File: config.mk
export PLATFORM = sky130hd
export DESIGN_NAME = mac_seq_ctrl
export DESIGN_NICKNAME = d
export VERILOG_FILES = /design/src/rtl/mac_seq_ctrl.sv
export SDC_FILE = /design/constraint.sdc
export NUM_CORES = 1
export LEC_CHECK = 0
export CAP_MARGIN = 10
export CELL_PAD_IN_SITES_DETAIL_PLACEMENT = 1
export CELL_PAD_IN_SITES_GLOBAL_PLACEMENT = 1
export CORE_AREA = 2 2 83 85
export DETAILED_ROUTE_END_ITERATION = 6
export DIE_AREA = 0 0 85 87
export PLACE_DENSITY_LB_ADDON = 0.1
export REMOVE_ABC_BUFFERS = 1
export SLEW_MARGIN = 20
export SYNTH_ARGS = -nofsm -noshare
export SYNTH_HDL_FRONTEND = slang
export SYNTH_SLANG_ARGS = --single-unit
File: constraint.sdc
create_clock -name clk -period 2.3 [get_ports clk]
set_input_delay 0.23 -clock clk [delete_from_list [all_inputs] [get_ports clk]]
set_output_delay 0.23 -clock clk [all_outputs]
set_load 0.02 [all_outputs]
File: src/rtl/mac_seq_ctrl.sv
// Job sequencer for the 8x8->16 MAC: accepts a dot-product command, streams operand
// pairs into the MAC, drains its pipeline and returns the accumulated sum.
//
// state | meaning
// ------+--------------------------------------------------------------
// IDLE  | waiting for a command; MAC disabled so its sum is held at 0
// RUN   | accepting operand pairs; zero operands are fed on bubbles
// DRAIN | MAC still enabled with zero operands until the last product lands
// DONE  | result presented; MAC disabled, which clears the sum for the next job
module mac_seq_ctrl #(
  parameter int LEN_W   = 8,
  parameter int MAC_LAT = 2
) (
  input  logic             clk,
  input  logic             reset,
  input  logic             cmd_valid,
  output logic             cmd_ready,
  input  logic [LEN_W-1:0] cmd_len,
  input  logic             op_valid,
  output logic             op_ready,
  input  logic [7:0]       op_a,
  input  logic [7:0]       op_b,
  input  logic             abort,
  output logic             mac_enable,
  output logic [7:0]       mac_a,
  output logic [7:0]       mac_b,
  input  logic [15:0]      mac_c,
  output logic             res_valid,
  input  logic             res_ready,
  output logic [15:0]      res_data,
  output logic             busy
);

  // Drain length covers operand reg + accumulate + the MAC output register.
  localparam int                 DRAIN_W    = $clog2(MAC_LAT + 2);
  localparam logic [DRAIN_W-1:0] DRAIN_LOAD = DRAIN_W'(MAC_LAT + 1);

  typedef enum logic [1:0] {
    IDLE  = 2'd0,
    RUN   = 2'd1,
    DRAIN = 2'd2,
    DONE  = 2'd3
  } state_t;

  state_t             state;
  logic [LEN_W-1:0]   remaining;
  logic [DRAIN_W-1:0] drain_cnt;
  logic               accept;

  always_comb begin
    cmd_ready  = (state == IDLE);
    op_ready   = (state == RUN) && !abort;
    accept     = op_valid && op_ready;
    mac_enable = (state == RUN) || (state == DRAIN);
    mac_a      = accept ? op_a : 8'd0;
    mac_b      = accept ? op_b : 8'd0;
  end

  assign busy = (state != IDLE);

  always_ff @(posedge clk) begin
    if (reset) begin
      state     <= IDLE;
      remaining <= '0;
      drain_cnt <= '0;
      res_data  <= '0;
      res_valid <= 1'b0;
    end else begin
      case (state)
        IDLE: begin
          if (cmd_valid) begin
            if (cmd_len == '0) begin
              res_data  <= '0;
              res_valid <= 1'b1;
              state     <= DONE;
            end else begin
              remaining <= cmd_len;
              state     <= RUN;
            end
          end
        end
        RUN: begin
          if (abort) begin
            state <= IDLE;
          end else if (accept) begin
            remaining <= remaining - LEN_W'(1);
            if (remaining == LEN_W'(1)) begin
              drain_cnt <= DRAIN_LOAD;
              state     <= DRAIN;
            end
          end
        end
        DRAIN: begin
          if (abort) begin
            state <= IDLE;
          end else begin
            drain_cnt <= drain_cnt - DRAIN_W'(1);
            if (drain_cnt == DRAIN_W'(1)) begin
              res_data  <= mac_c;
              res_valid <= 1'b1;
              state     <= DONE;
            end
          end
        end
        DONE: begin
          if (abort || res_ready) begin
            res_valid <= 1'b0;
            state     <= IDLE;
          end
        end
        default: state <= IDLE;
      endcase
    end
  end

endmodule

Yosys cells after proc, flatten, opt, wreduce, memory -nomap -nowiden --
Cells that the tools add are included.
Storage, ports and cells: flip-flop bits (word level) 29, input bits 46, output and inout port bits 37, logic and storage cells 73
Cells by class: add/sub/neg operators 2, equality and inequality tests 17, mux-type cells 32, reductions and logical operators 17
Operator list (count):
- 16-bit 2-to-1 mux | 4
- 8-bit 2-to-1 mux | 6
- 16-bit case mux with 2 select lines | 1
- 2-bit 2-to-1 mux | 12
- 5-bit AND reduction | 4
- 8-bit case mux with 2 select lines | 1
- 2-bit inequality test, second input constant | 6
- 8-bit by 1-bit == test with 1-bit output, second input constant | 1
- 8-bit zero test | 1
- 2-bit case mux with 4 select lines | 1
- 2-bit nonzero test | 4
- 8-bit by 1-bit subtractor with 8-bit output, second input constant | 1
- 2-bit by 1-bit inequality test with 1-bit output, second input constant | 3
- 3-bit by 2-bit inequality test with 1-bit output, second input constant | 2
- 6-bit AND reduction | 1
- 1-bit 2-to-1 mux | 5
- 2-bit by 1-bit == test with 1-bit output, second input constant | 2
- 2-bit == test, second input constant | 2
- 2-bit case mux with 2 select lines | 1
- 3-bit inequality test, second input constant | 1
- 1-bit case mux with 3 select lines | 1
- 3-bit nonzero test | 1
- 1-bit logical AND | 2
- 2-bit zero test | 1
- 3 further kinds | 4

Longest topological paths before layout --
word-level depth 6, depth in mapped cells 8, gate-level depth less buffers 6

Least setup slack after synthesis --
No wires, ideal clock.
path type reg-to-reg, start register state[0], end register remaining[1], library setup time 0.122 ns, arrival time 1.861 ns, data required time 2.178 ns, path slack 0.318 ns, stages on the path, launching flop included 7, buffers on the path 0, period minus slack after synthesis 1.982 ns, path through dfxtp_1 -> inv_1 -> ha_1 -> nand2_1 -> a221oi_1 -> nor2_1 -> o311a_1
Between the ends: elaborated cells on any way between the ends 11, classes of those cells eq/ne: 5; mux: 1; reduce/logical: 5
RTL lines:
- from (decl) | RTL line 45 | state_t state;
- from (signal assigned) | RTL line 63 | state <= IDLE;
- from (signal assigned) | RTL line 75 | state <= DONE;
- from (signal assigned) | RTL line 78 | state <= RUN;
- 2-bit zero test *
- net cmd_ready | RTL line 17 | output logic cmd_ready,
- 2-bit inequality test (no line) / 2-bit nonzero test (equally long branches)
- 5-bit AND reduction (no line)
- to (signal assigned) | RTL line 77 | remaining <= cmd_len;
- to (signal assigned) | RTL line 86 | remaining <= remaining - LEN_W'(1);
- to (decl) | RTL line 46 | logic [LEN_W-1:0] remaining;
Mark *: on every way through the listed nets, which the timed path passes. The rest lies on a longest branch. A chain may end at the register's enable or synchronous reset.

Final worst setup path --
start register state[1], end output port op_ready
Between the ends: word-level cells in the longest chain between the ends 2
Ends and longest elaborated chain:
- 2-bit by 1-bit == test with 1-bit output | RTL line 52 | op_ready = (state == RUN) && !abort;
- 1-bit logical AND | RTL line 52
- to (decl) | RTL line 20 | output logic op_ready,
Every way passes these cells.

==> impl_results.md <==
* Final Hold Vio Count at 0
* CTS tree: built
* Final Total Pwr at between 2 and 3 mW
* Area leader, netlist: dfxtp_1
* Top cells by area, synth: dfxtp_1 31%, a21oi_1 6.2%, ha_1 6.1%
* Critical Path Sink Type: output port
* Routed wire length at around 6500 um
* Worst reg2reg path endpoint: remaining[5]$_SDFFE_PP0P_
* Initial antenna violation count at 0
* CTS Buf Count at 5
* PD cells at around 990 nW/um^2
* Hold/Removal Path Class: reg -> reg
* Post-detailed-route count of antenna-violating nets at 0
* Skew-Pair Late Insertion Delay at between 200 and 300 ps
* Clk sinks at 29
* Via count at about 2100
* Final Util at 0.454
* Row cnt at 30
* Max Fanout on Critical Path at 11
* Clock skew at ~4.6 ps
* Placed Cells at between 300 and 400
* Hpwl dp at just over 5000 um
* GP Congestion at 0.785
* Post-DR wirelength/cell at between 15 and 20 um
* Total gr overflow at 0
* Hold_sp: res_data[0]$_SDFFE_PP0P_
* Worst Tran Pin Value at about 660 ps
* Unrepaired setup endpoints after global routing: false
* H-tree depth at 2
* Rel. slew slack at 0.558
* FF-to-FF path depth at 7
* Setup TNS at 0 ps
* CP startpoint kind: register
* Worst IR drop on VDD at slightly below 0.6 mV
* Worst R2R Setup Slack at around 270 ps
* Async S/R FF share, synth at 0
* Die height at ~87 um
* Clock-pin transition on the worst setup and hold timing paths at around 70 ps
* Vias in the first global route at approximately 2100
* Worst-case clock buffer depth at 2
* Final period util at 0.947
* Reg2reg start: state[1]$_SDFFE_PP0P_
* Initial DRC count at 35
* First-pass GRT wire length at approximately 11000 um
* Root buffer cell: clkbuf_8
* Req. time, crit path at just over 2000 ps
* Fmax at about 460 MHz
* Ant. Diodes at 0
* I/O pins at 83
* Synthesized netlist cell count at approximately 230
* Hold buffer count at CTS at 0
* Synthesis-stage register bit count at 29
* Mapped cell area at between 1500 and 2000 um^2
* Number of remaining DRC errors at 0
* Non-filler cells, final at about 400
* Core ar. at 6570 um^2
* Worst EP arrival at about 2000 ps
* Synth warn at 0
* Share of layout cells above drive strength 1 at 0.109
* Post-synth top area share at 0.314
* DIE WIDTH at 85 um
* Area growth, synth to finish at 61.1%
* Number of synthesized flops with an enable pin at 0
* Tmin final at 2180 ps
* Die area at approximately 7400 um^2
* Hold EP: res_data[0]$_SDFFE_PP0P_
* Max-cap violation count at 0
* Leakage power at 1.26 nW
* Post-CTS Setup Inserts at 0
* Count of cell types in the netlist at 46
* Number of port buffers at 82
* WHS Path Cells at 2
* Final Setup Violations at 0
* CP Class: reg -> out
* Slew Viols, Final at 0
* Outcome: complete, no violations
* Largest net degree at the start of global routing at 19
* Most frequent cell after synthesis: dfxtp_1
* Final layout net count at approximately 380
* Drt first pass iters at 4
* Initial core utilization at 0.282
* Ys flop type: dfxtp_1
* Avg Cell Area, Syn at roughly 8.2 um^2
* Sequential fraction of the synthesis area at 0.314
* Via density at 5.14
* Total GRT Usage at 0.181
* Synth cell count leaders: 29 x dfxtp_1, 23 x a21oi_1, 17 x nand4_1
* Post-CTS Resized at 8
==> cell families (layout without fill, tap and decap cells) <==
| family | count (synthesis) | after routing | share of synthesized area |
|---|---|---|---|
| fa+ha+maj | 9 | 9 | 0.0609 |
| simple gates | 83 | 83 | 0.271 |
| flops | 29 | 29 | 0.314 |
| mux | 2 | 2 | 0.0108 |
| compound gates | 77 | 77 | 0.271 |
| buf+inv | 26 | 122 | 0.0717 |
==> power by group <==
part           internal, mW  switching [mW]  leakage [nW]
Sequential            0.602           0.107         0.236
Combinational         0.753           0.938         0.963
Clock                 0.353           0.204        0.0585
Total                  1.71            1.25          1.26
==> layer usage <==
layer,vias to the layer above,track usage,wire length [um]
met5,-,0,0
met4,0,0.0476,51
met3,5,0.0275,244
met2,40,0.324,3310
met1,986,0.225,2910
li1,1037,-,-
==> registers in the layout, indices dropped and copies added, names as in the netlist <==
name       cells
res_valid      1
res_data      16
drain_cnt      2
remaining      8
state          2
==> placed cells by master (no fill, tap or decap), types with 9 or more instances in the layout <==
cell type        Yosys  layout
clkdlybuf4s50_1      0      66
buf_4                0      21
o21ai_0              9       9
a21oi_1             23      23
ha_1                 9       9
and2_1              16      16
o21ai_1             10      10
nand4_1             17      17
inv_1               10      10
nor2b_1             10      10
dfxtp_1             29      29
==> worst max-delay path, cell delays in order (launching register included) <==
cell             delay (ps)
dfxtp_1                 340
inv_1                   130
ha_1                    210
buf_4                   180
nor2b_1                 160
clkdlybuf4s50_1         640
==> layout make-up <==
cell class              instances  area [um^2]
flip-flops and latches         29          581
inverters                      10         37.5
clock buffers                   7         86.3
well taps                      80          100
repair buffers                104         1010
multi-input cells             171         1140
fillers                       779         3590
clock inverters                 1         30.0
==> metrics by stage <==
stage	area [um^2]	hold slack, ps	setup WS (ps)
global route	2980	509	25.7
detailed placement	2850	472	114
global placement	2850	464	137
finish	2980	477	122
CTS	2960	482	3.76
floorplan	1750	299	109
==> worst max-delay path by stage <==
stage                               start                         to  slack (ps)  cells past startpoint
floorplan           state[1]$_SDFFE_PP0P_      state[0]$_SDFFE_PP0P_         110                      6
global placement               cmd_len[2]   res_data[2]$_SDFFE_PP0P_         140                      6
detailed placement             cmd_len[2]  remaining[7]$_SDFFE_PP0P_         110                      8
CTS                 state[1]$_SDFFE_PP0P_                   mac_a[7]           4                      6
global route        state[1]$_SDFFE_PP0P_                   op_ready          30                      5
finish              state[1]$_SDFFE_PP0P_                   op_ready         120                      5
(Power assumes the default switching activity.)
